==> config.mk <==
export PLATFORM = sky130hd
export DESIGN_NAME = fifo_read_streamer
export DESIGN_NICKNAME = d
export VERILOG_FILES = /design/src/rtl/fifo_read_streamer_pkg.sv /design/src/rtl/read_skid_buffer.sv /design/src/rtl/fifo_read_streamer.sv
export SDC_FILE = /design/constraint.sdc
export NUM_CORES = 1
export LEC_CHECK = 0
export ABC_AREA = 1
export BUFFER_PORTS_ARGS = -buffer_cell sky130_fd_sc_hd__buf_2
export CORE_ASPECT_RATIO = 0.9
export CORE_UTILIZATION = 25
export CTS_CLUSTER_DIAMETER = 80
export CTS_CLUSTER_SIZE = 24
export DETAILED_ROUTE_END_ITERATION = 8
export PLACE_DENSITY = 0.44
export SYNTH_ARGS = -nofsm -noshare
export SYNTH_HDL_FRONTEND = slang
export SYNTH_SLANG_ARGS = --single-unit
==> constraint.sdc <==
create_clock -name Rclk -period 4.7 [get_ports Rclk]
set_input_delay 0.235 -clock Rclk [delete_from_list [all_inputs] [get_ports Rclk]]
set_output_delay 0.235 -clock Rclk [all_outputs]
set_load 0.03 [all_outputs]
==> src/rtl/fifo_read_streamer_pkg.sv <==
// rtl/fifo_read_streamer_pkg.sv - shared defaults and width helper for the FIFO read streamer
package fifo_read_streamer_pkg;

    // Word width shared with the asynchronous FIFO.
    localparam int DATA_SIZE_DEFAULT = 3;
    // Three entries are the minimum for one word per cycle with a one-cycle read latency.
    localparam int BUF_DEPTH_DEFAULT = 3;

    // Bits needed to hold any value 0..max_val (at least one bit).
    // Used for both buffer indices (max BufDepth-1) and occupancy (max BufDepth).
    function automatic int bits_for(input int max_val);
        int w;
        w = 1;
        while ((1 << w) <= max_val) begin
            w++;
        end
        return w;
    endfunction

endpackage

==> src/rtl/read_skid_buffer.sv <==
// rtl/read_skid_buffer.sv - circular buffer absorbing FIFO read latency and downstream stalls
// Ports:
//   Rclk, Rresetn : clock, asynchronous active-low reset
//   CapValid      : write CapData at the tail this cycle
//   CapData       : word returned by the FIFO
//   Deliver       : head word accepted downstream this cycle (only when Occ != 0)
//   HeadData      : word at the head of the buffer
//   Occ           : number of buffered words, 0..BufDepth
module read_skid_buffer
    import fifo_read_streamer_pkg::*;
#(
    parameter int DataSize = DATA_SIZE_DEFAULT,
    parameter int BufDepth = BUF_DEPTH_DEFAULT
) (
    input  logic                          Rclk,
    input  logic                          Rresetn,
    input  logic                          CapValid,
    input  logic [DataSize-1:0]           CapData,
    input  logic                          Deliver,
    output logic [DataSize-1:0]           HeadData,
    output logic [bits_for(BufDepth)-1:0] Occ
);

    localparam int IdxW = bits_for(BufDepth - 1);
    localparam int OccW = bits_for(BufDepth);
    localparam logic [IdxW-1:0] LAST_IDX = IdxW'(BufDepth - 1);

    logic [DataSize-1:0] mem_q [BufDepth];
    logic [IdxW-1:0]     wr_idx_q, wr_idx_d;
    logic [IdxW-1:0]     rd_idx_q, rd_idx_d;
    logic [OccW-1:0]     occ_q, occ_d;

    // Indices wrap by explicit compare so non-power-of-two depths work.
    always_comb begin
        wr_idx_d = wr_idx_q;
        rd_idx_d = rd_idx_q;
        occ_d    = occ_q;
        if (CapValid) begin
            wr_idx_d = (wr_idx_q == LAST_IDX) ? '0 : wr_idx_q + IdxW'(1);
        end
        if (Deliver) begin
            rd_idx_d = (rd_idx_q == LAST_IDX) ? '0 : rd_idx_q + IdxW'(1);
        end
        if (CapValid && !Deliver) begin
            occ_d = occ_q + OccW'(1);
        end else if (!CapValid && Deliver) begin
            occ_d = occ_q - OccW'(1);
        end
    end

    always_ff @(posedge Rclk or negedge Rresetn) begin
        if (!Rresetn) begin
            wr_idx_q <= '0;
            rd_idx_q <= '0;
            occ_q    <= '0;
        end else begin
            wr_idx_q <= wr_idx_d;
            rd_idx_q <= rd_idx_d;
            occ_q    <= occ_d;
        end
    end

    // Storage is not reset; Occ alone decides which entries are meaningful.
    always_ff @(posedge Rclk) begin
        if (CapValid) begin
            mem_q[wr_idx_q] <= CapData;
        end
    end

    assign HeadData = mem_q[rd_idx_q];
    assign Occ      = occ_q;

endmodule

==> src/rtl/fifo_read_streamer.sv <==
// rtl/fifo_read_streamer.sv - drains the async FIFO read port onto a valid/ready stream
// Ports:
//   Rclk, Rresetn  : FIFO read clock, asynchronous active-low reset
//   FifoEmpty      : FIFO empty flag
//   FifoDataOut    : FIFO read data, valid the cycle after an accepted pop
//   FifoPop        : pop request to the FIFO
//   OutReady       : downstream accepts the presented word
//   OutValid       : OutData holds a valid word
//   OutData        : head of the local buffer
//   DeliveredCount : wrapping count of accepted words
module fifo_read_streamer
    import fifo_read_streamer_pkg::*;
#(
    parameter int DataSize   = DATA_SIZE_DEFAULT,
    parameter int BufDepth   = BUF_DEPTH_DEFAULT,
    parameter int CountWidth = 8
) (
    input  logic                  Rclk,
    input  logic                  Rresetn,
    input  logic                  FifoEmpty,
    input  logic [DataSize-1:0]   FifoDataOut,
    output logic                  FifoPop,
    input  logic                  OutReady,
    output logic                  OutValid,
    output logic [DataSize-1:0]   OutData,
    output logic [CountWidth-1:0] DeliveredCount
);

    localparam int OccW = bits_for(BufDepth);

    logic [OccW-1:0]       occ;
    logic [OccW:0]         credit_used;
    logic                  in_flight_q;
    logic                  deliver;
    logic [CountWidth-1:0] count_q, count_d;

    // A pop reserves a buffer slot for the word arriving next cycle, so the
    // buffer can never overflow. Downstream readiness deliberately plays no part.
    assign credit_used = {1'b0, occ} + {{OccW{1'b0}}, in_flight_q};
    assign FifoPop     = Rresetn && !FifoEmpty && (credit_used < (OccW + 1)'(BufDepth));

    assign OutValid = (occ != '0);
    assign deliver  = OutValid && OutReady;

    always_comb begin
        count_d = count_q;
        if (deliver) begin
            count_d = count_q + CountWidth'(1);
        end
    end

    always_ff @(posedge Rclk or negedge Rresetn) begin
        if (!Rresetn) begin
            in_flight_q <= 1'b0;
            count_q     <= '0;
        end else begin
            in_flight_q <= FifoPop;
            count_q     <= count_d;
        end
    end

    assign DeliveredCount = count_q;

    read_skid_buffer #(
        .DataSize (DataSize),
        .BufDepth (BufDepth)
    ) u_buf (
        .Rclk     (Rclk),
        .Rresetn  (Rresetn),
        .CapValid (in_flight_q),
        .CapData  (FifoDataOut),
        .Deliver  (deliver),
        .HeadData (OutData),
        .Occ      (occ)
    );

endmodule

* Word level (Yosys, flattened, before mapping)
Memory sizes are Yosys's and may differ from the RTL's. Cells that the tools add are included.
Word-level totals: register bits after elaboration 15, latch bits 0, memory bits (writable) 9, memory bits (read-only) 0, bits of input ports 7, output and inout bits 13, logic and storage cells 31, memories 1
Memories:
- u_buf.mem_q | words 3, width 3, rd ports 1, clocked after memory_dff 0, wr ports 1, RTL line read_skid_buffer.sv:28 | logic [DataSize-1:0] mem_q [BufDepth];
Operators by class: add/sub/neg operators 6, multipliers 0, divide/modulo/power cells 0, $lt $le $gt $ge 1, equal/unequal tests 2, shift-type cells 0, multiplexer cells 6, bitwise gates (word level) 0, reduce and logical (&&, ||, !) cells 10
Operators by type and width (number):
- adder 8 x 1 -> 8 bit (second input constant) | 1
- 2-to-1 mux 2 bit | 4
- adder 2 x 1 -> 2 bit (second input constant) | 3
- logical AND 1 bit | 5
- == test 2 bit (second input constant) | 2
- nonzero test 2 bit | 2
- adder 2 x 1 -> 3 bit | 1
- logical NOT 1 bit | 3
- < comparator 3 x 2 -> 1 bit (second input constant) | 1
- 2-to-1 mux 1 bit | 2
- subtractor 2 x 1 -> 2 bit (second input constant) | 1

* Longest topological paths before layout
depth in word-level cells 5, gate-level depth with buffers 8, mapped depth without buffers 7

* Cells and area by module
A second synthesis with hierarchy kept.
Unflattened totals: cell total of the unflattened synthesis 117, area, all modules 1152.4 sq um
Modules (own cells, without submodules):
- read_skid_buffer | instances 1, cells an instance 58, area an instance 609.3 sq um, seq. area each 420.4 sq um
- fifo_read_streamer | instances 1, cells an instance 59, area an instance 543.0 sq um, seq. area each 225.2 sq um

* Worst setup path after synthesis
OpenSTA, ideal clock, no wires.
kind flip-flop to output port, start point reg u_buf.occ_q[0] (netlist: u_buf.Occ[0]), end point out FifoPop, arrival 1421 ps, required time 4465 ps, slack 3044 ps, cell stages (with the launch flop) 6, buffers on the path 0, path through dfrtp_1 > ha_1 > ha_1 > nand2_1 > nand3b_1 > nor2_1
Between the ends: word-level cells in the longest chain between the ends 3
RTL lines:
- start, declared | RTL line read_skid_buffer.sv:31 | logic [OccW-1:0] occ_q, occ_d;
- start signal, assigned | RTL line read_skid_buffer.sv:55 | occ_q <= '0;
- start signal, assigned | RTL line read_skid_buffer.sv:59 | occ_q <= occ_d;
- adder 2 x 1 -> 3 bit | RTL line fifo_read_streamer.sv:39 | assign credit_used = {1'b0, occ} + {{OccW{1'b0}}, in_flight_q};
- < comparator 3 x 2 -> 1 bit | RTL line fifo_read_streamer.sv:40 | assign FifoPop = Rresetn && !FifoEmpty && (credit_used < (OccW + 1)'(BufDepth));
- logical AND 1 bit | RTL line fifo_read_streamer.sv:40
- end, declared | RTL line fifo_read_streamer.sv:22 | output logic FifoPop,
No other way between the ends.

* Final worst setup path
Same ends and word-level chain as after synthesis.

==> flow_metrics.env <==
export IMPL_rsz0062_at_grt="no"
export IMPL_ys_flop_type="dfrtp_1"
export IMPL_slew_headroom=0.609
export IMPL_core_area_sq_um=4180
export IMPL_fmax_ghz=0.531
export IMPL_use_met3=0.0153
export IMPL_yosysTopAreaCell="dfrtp_1"
export IMPL_skew_ns=0.00436
export IMPL_path_class="flip-flop to primary output"
export IMPL_die_w_um=72.4
export IMPL_met1_usage=0.125
export IMPL_wl_per_cell_um=10.2
export IMPL_setup_viol=0
export IMPL_mostFrequentLayoutCells="nand2_1 (32), buf_2 (19), dfrtp_1 (15), inv_1 (15), edfxtp_1 (9)"
export IMPL_firstDrtPassIters=4
export IMPL_met2_usage=0.155
export IMPL_arrival_ns=1.65
export IMPL_cellLeakagePower_nw=0.626
export IMPL_cpMostUsedCell="ha_1"
export IMPL_cts_buffer_depth=2
export IMPL_synthDominantCellAreaShare=0.337
export IMPL_seq_area_frac_synth=0.580
export IMPL_worstPathCellList="ha_1 > ha_1 > nand2_1 > nand3b_1 > nor2_1 > buf_2"
export IMPL_powerDensity_nw_per_um2=628
export IMPL_ir_worst_vdd_mv=0.178
export IMPL_min_period_ns=1.88
export IMPL_fin_crit_sh=0.401
export IMPL_area_growth_pct=19.2
export IMPL_nFillCells=451
export IMPL_grt_pass1_vias=764
export IMPL_syn_avg_cell_area_sq_um=10.1
export IMPL_placementRows=22
export IMPL_power_mw=0.834
export IMPL_crit_fanout=4
export IMPL_layout_commonest_cell="nand2_1"
export IMPL_drc=0
export IMPL_cts_made_buffers=3
export IMPL_cts_sinks=24
export IMPL_status="finished, final reports clean"
export IMPL_ys_warnings_count=0
export IMPL_syn_nets=121
export IMPL_diodes=0
export IMPL_globalplace_congestion=0.687
export IMPL_synth_area_leaders="dfrtp_1 (34%), edfxtp_1 (24%), nand2_1 (11%)"
export IMPL_dp_hpwl_mm=1.45
export IMPL_multi_input_area_sq_um=397
export IMPL_end_kind="primary output"
export IMPL_synthCells=110
export IMPL_die_h_um=65.3
export IMPL_worstMarginPinSlew_ns=0.583
export IMPL_dieArea_sq_um=4730
export IMPL_grt_usage=0.0948
export IMPL_grt_pass1_wl_mm=3.41
export IMPL_drv_cap=0
export IMPL_async_flop_share=0.625
export IMPL_synth_area_sq_um=1110
export IMPL_busiest_layer="met2"
export IMPL_ys_ff_latch=24
export IMPL_tritoncts="done"
export IMPL_h_tree_depth=1
export IMPL_drt_wl_total_mm=1.96
export IMPL_hp_class="primary input to flip-flop"
export IMPL_ant_nets=0
export IMPL_drive_gt1_frac=0.218
export IMPL_critPathLaunchType="flip-flop"
export IMPL_drv_slew=0
export IMPL_cts_root_buffer="clkbuf_8"
export IMPL_grt_max_degree=17
export IMPL_antenna_found_initial=0
export IMPL_critPathMaxStageDelay_ns=0.43
export IMPL_seq_area_sq_um=646
export IMPL_finalHoldViolCount=0
export IMPL_final_nets=145
export IMPL_start_util=0.266
export IMPL_via_per_inst=3.98
export IMPL_numPortBuffers=19
export IMPL_insertion_delay_ns=0.26
export IMPL_io_pins=20
export IMPL_vias=768
export IMPL_clk_pin_slew_ns=0.08
export IMPL_worstPathRequired_ns=4.47
export IMPL_synth_edf_count=9
export IMPL_crit_slowest_cell="dfrtp_1"
export IMPL_final_setup_tns_ns=0
export IMPL_grt_overflow=0
export IMPL_drt_iter0_drc=31
export IMPL_synth_cell_type_count=22
worst max-delay path: cells and delay by family (launching register included):
kind / cells / cell delay, ns
fa+ha+maj: 2 / 0.48
simple gates: 3 / 0.26
buf+inv: 1 / 0.21
flops: 1 / 0.43
stage by stage:
step                setup slack [ns]  hold WS (ns)  utilization  instances  instance area (sq um)
floorplan                       3.04       -0.0606            -        110                   1110
finish                          2.82         0.127        0.317        193                   1330
global placement                3.12         0.179        0.304        188                   1270
global route                    2.70         0.116        0.317        193                   1330
detailed placement              3.08         0.175        0.304        188                   1270
CTS                             2.79         0.117        0.317        193                   1330
layout make-up:
| type | count | area share |
|---|---|---|
| tap | 60 | 0.0566 |
| clock inverter | 1 | 0.00283 |
| multi-input combinational | 69 | 0.299 |
| timing repair buffer | 20 | 0.0792 |
| sequential | 24 | 0.486 |
| clock buffer | 3 | 0.0311 |
| inverter | 16 | 0.0452 |
path summary, 6_finish.rpt:
path | startpoint | end | slack, ns | cells after the start
max in group asynchronous | Rresetn | u_buf.rd_idx_q[0] | 4.02 | 2
worst max-delay path | u_buf.Occ[0] | FifoPop | 2.82 | 6
worst min-delay path | FifoEmpty | in_flight_q | 0.13 | 2
worst min register to register | DeliveredCount[0] | DeliveredCount[0] | 0.53 | 1
min in group asynchronous | Rresetn | u_buf.Occ[0] | 0.41 | 2
worst max register to register | u_buf.Occ[0] | u_buf.Occ[1] | 3.07 | 7
registers in the layout, indices dropped and copies added (netlist names):
signal / cells
DeliveredCount: 8
in_flight_q: 1
u_buf.Occ: 2
u_buf.mem_q: 9
u_buf.rd_idx_q: 2
u_buf.wr_idx_q: 2
kinds of logic (layout without fill, tap and decap cells):
kind of cell	after synthesis	count (layout)	synth area share
AND/OR/NAND/NOR	55	55	0.237
adder cells (fa/ha/maj)	4	4	0.0449
buffers and inverters	17	40	0.0640
flip-flops	24	24	0.580
XOR/XNOR	6	6	0.0539
AO/OA/AOI/OAI	4	4	0.0202
cell usage after synthesis (2+ instances only):
master	n
ha_1	4
inv_1	15
nand4_1	2
nor2_4	3
nor3_1	2
nor2_1	5
nand3_1	6
dfrtp_1	15
nand2_1	32
xnor2_1	4
o21ai_0	2
edfxtp_1	9
nand3b_1	2
metal layers:
| layer | up-vias | share of wire | routed length, um |
|---|---|---|---|
| li1 | 392 | - | - |
| met1 | 366 | 0.49 | 958 |
| met2 | 8 | 0.47 | 927 |
| met3 | 2 | 0.031 | 61 |
| met4 | 0 | 0.0061 | 12 |
| met5 | - | 0 | 0 |
report_power, final:
part / switching [mW] / leakage (nW) / total, mW / internal [mW]
logic: 0.245 / 0.342 / 0.367 / 0.122
registers: 0.0645 / 0.261 / 0.346 / 0.281
clock network: 0.0621 / 0.0231 / 0.120 / 0.0583
repair_timing:
item / CTS / global route
buffers inserted: 0 / 0
gates resized for setup: 0 / 0
hold buffers: 1 / 0
endpoints found under the hold margin: 15 / 0
Power figures use the tool's default switching activity.
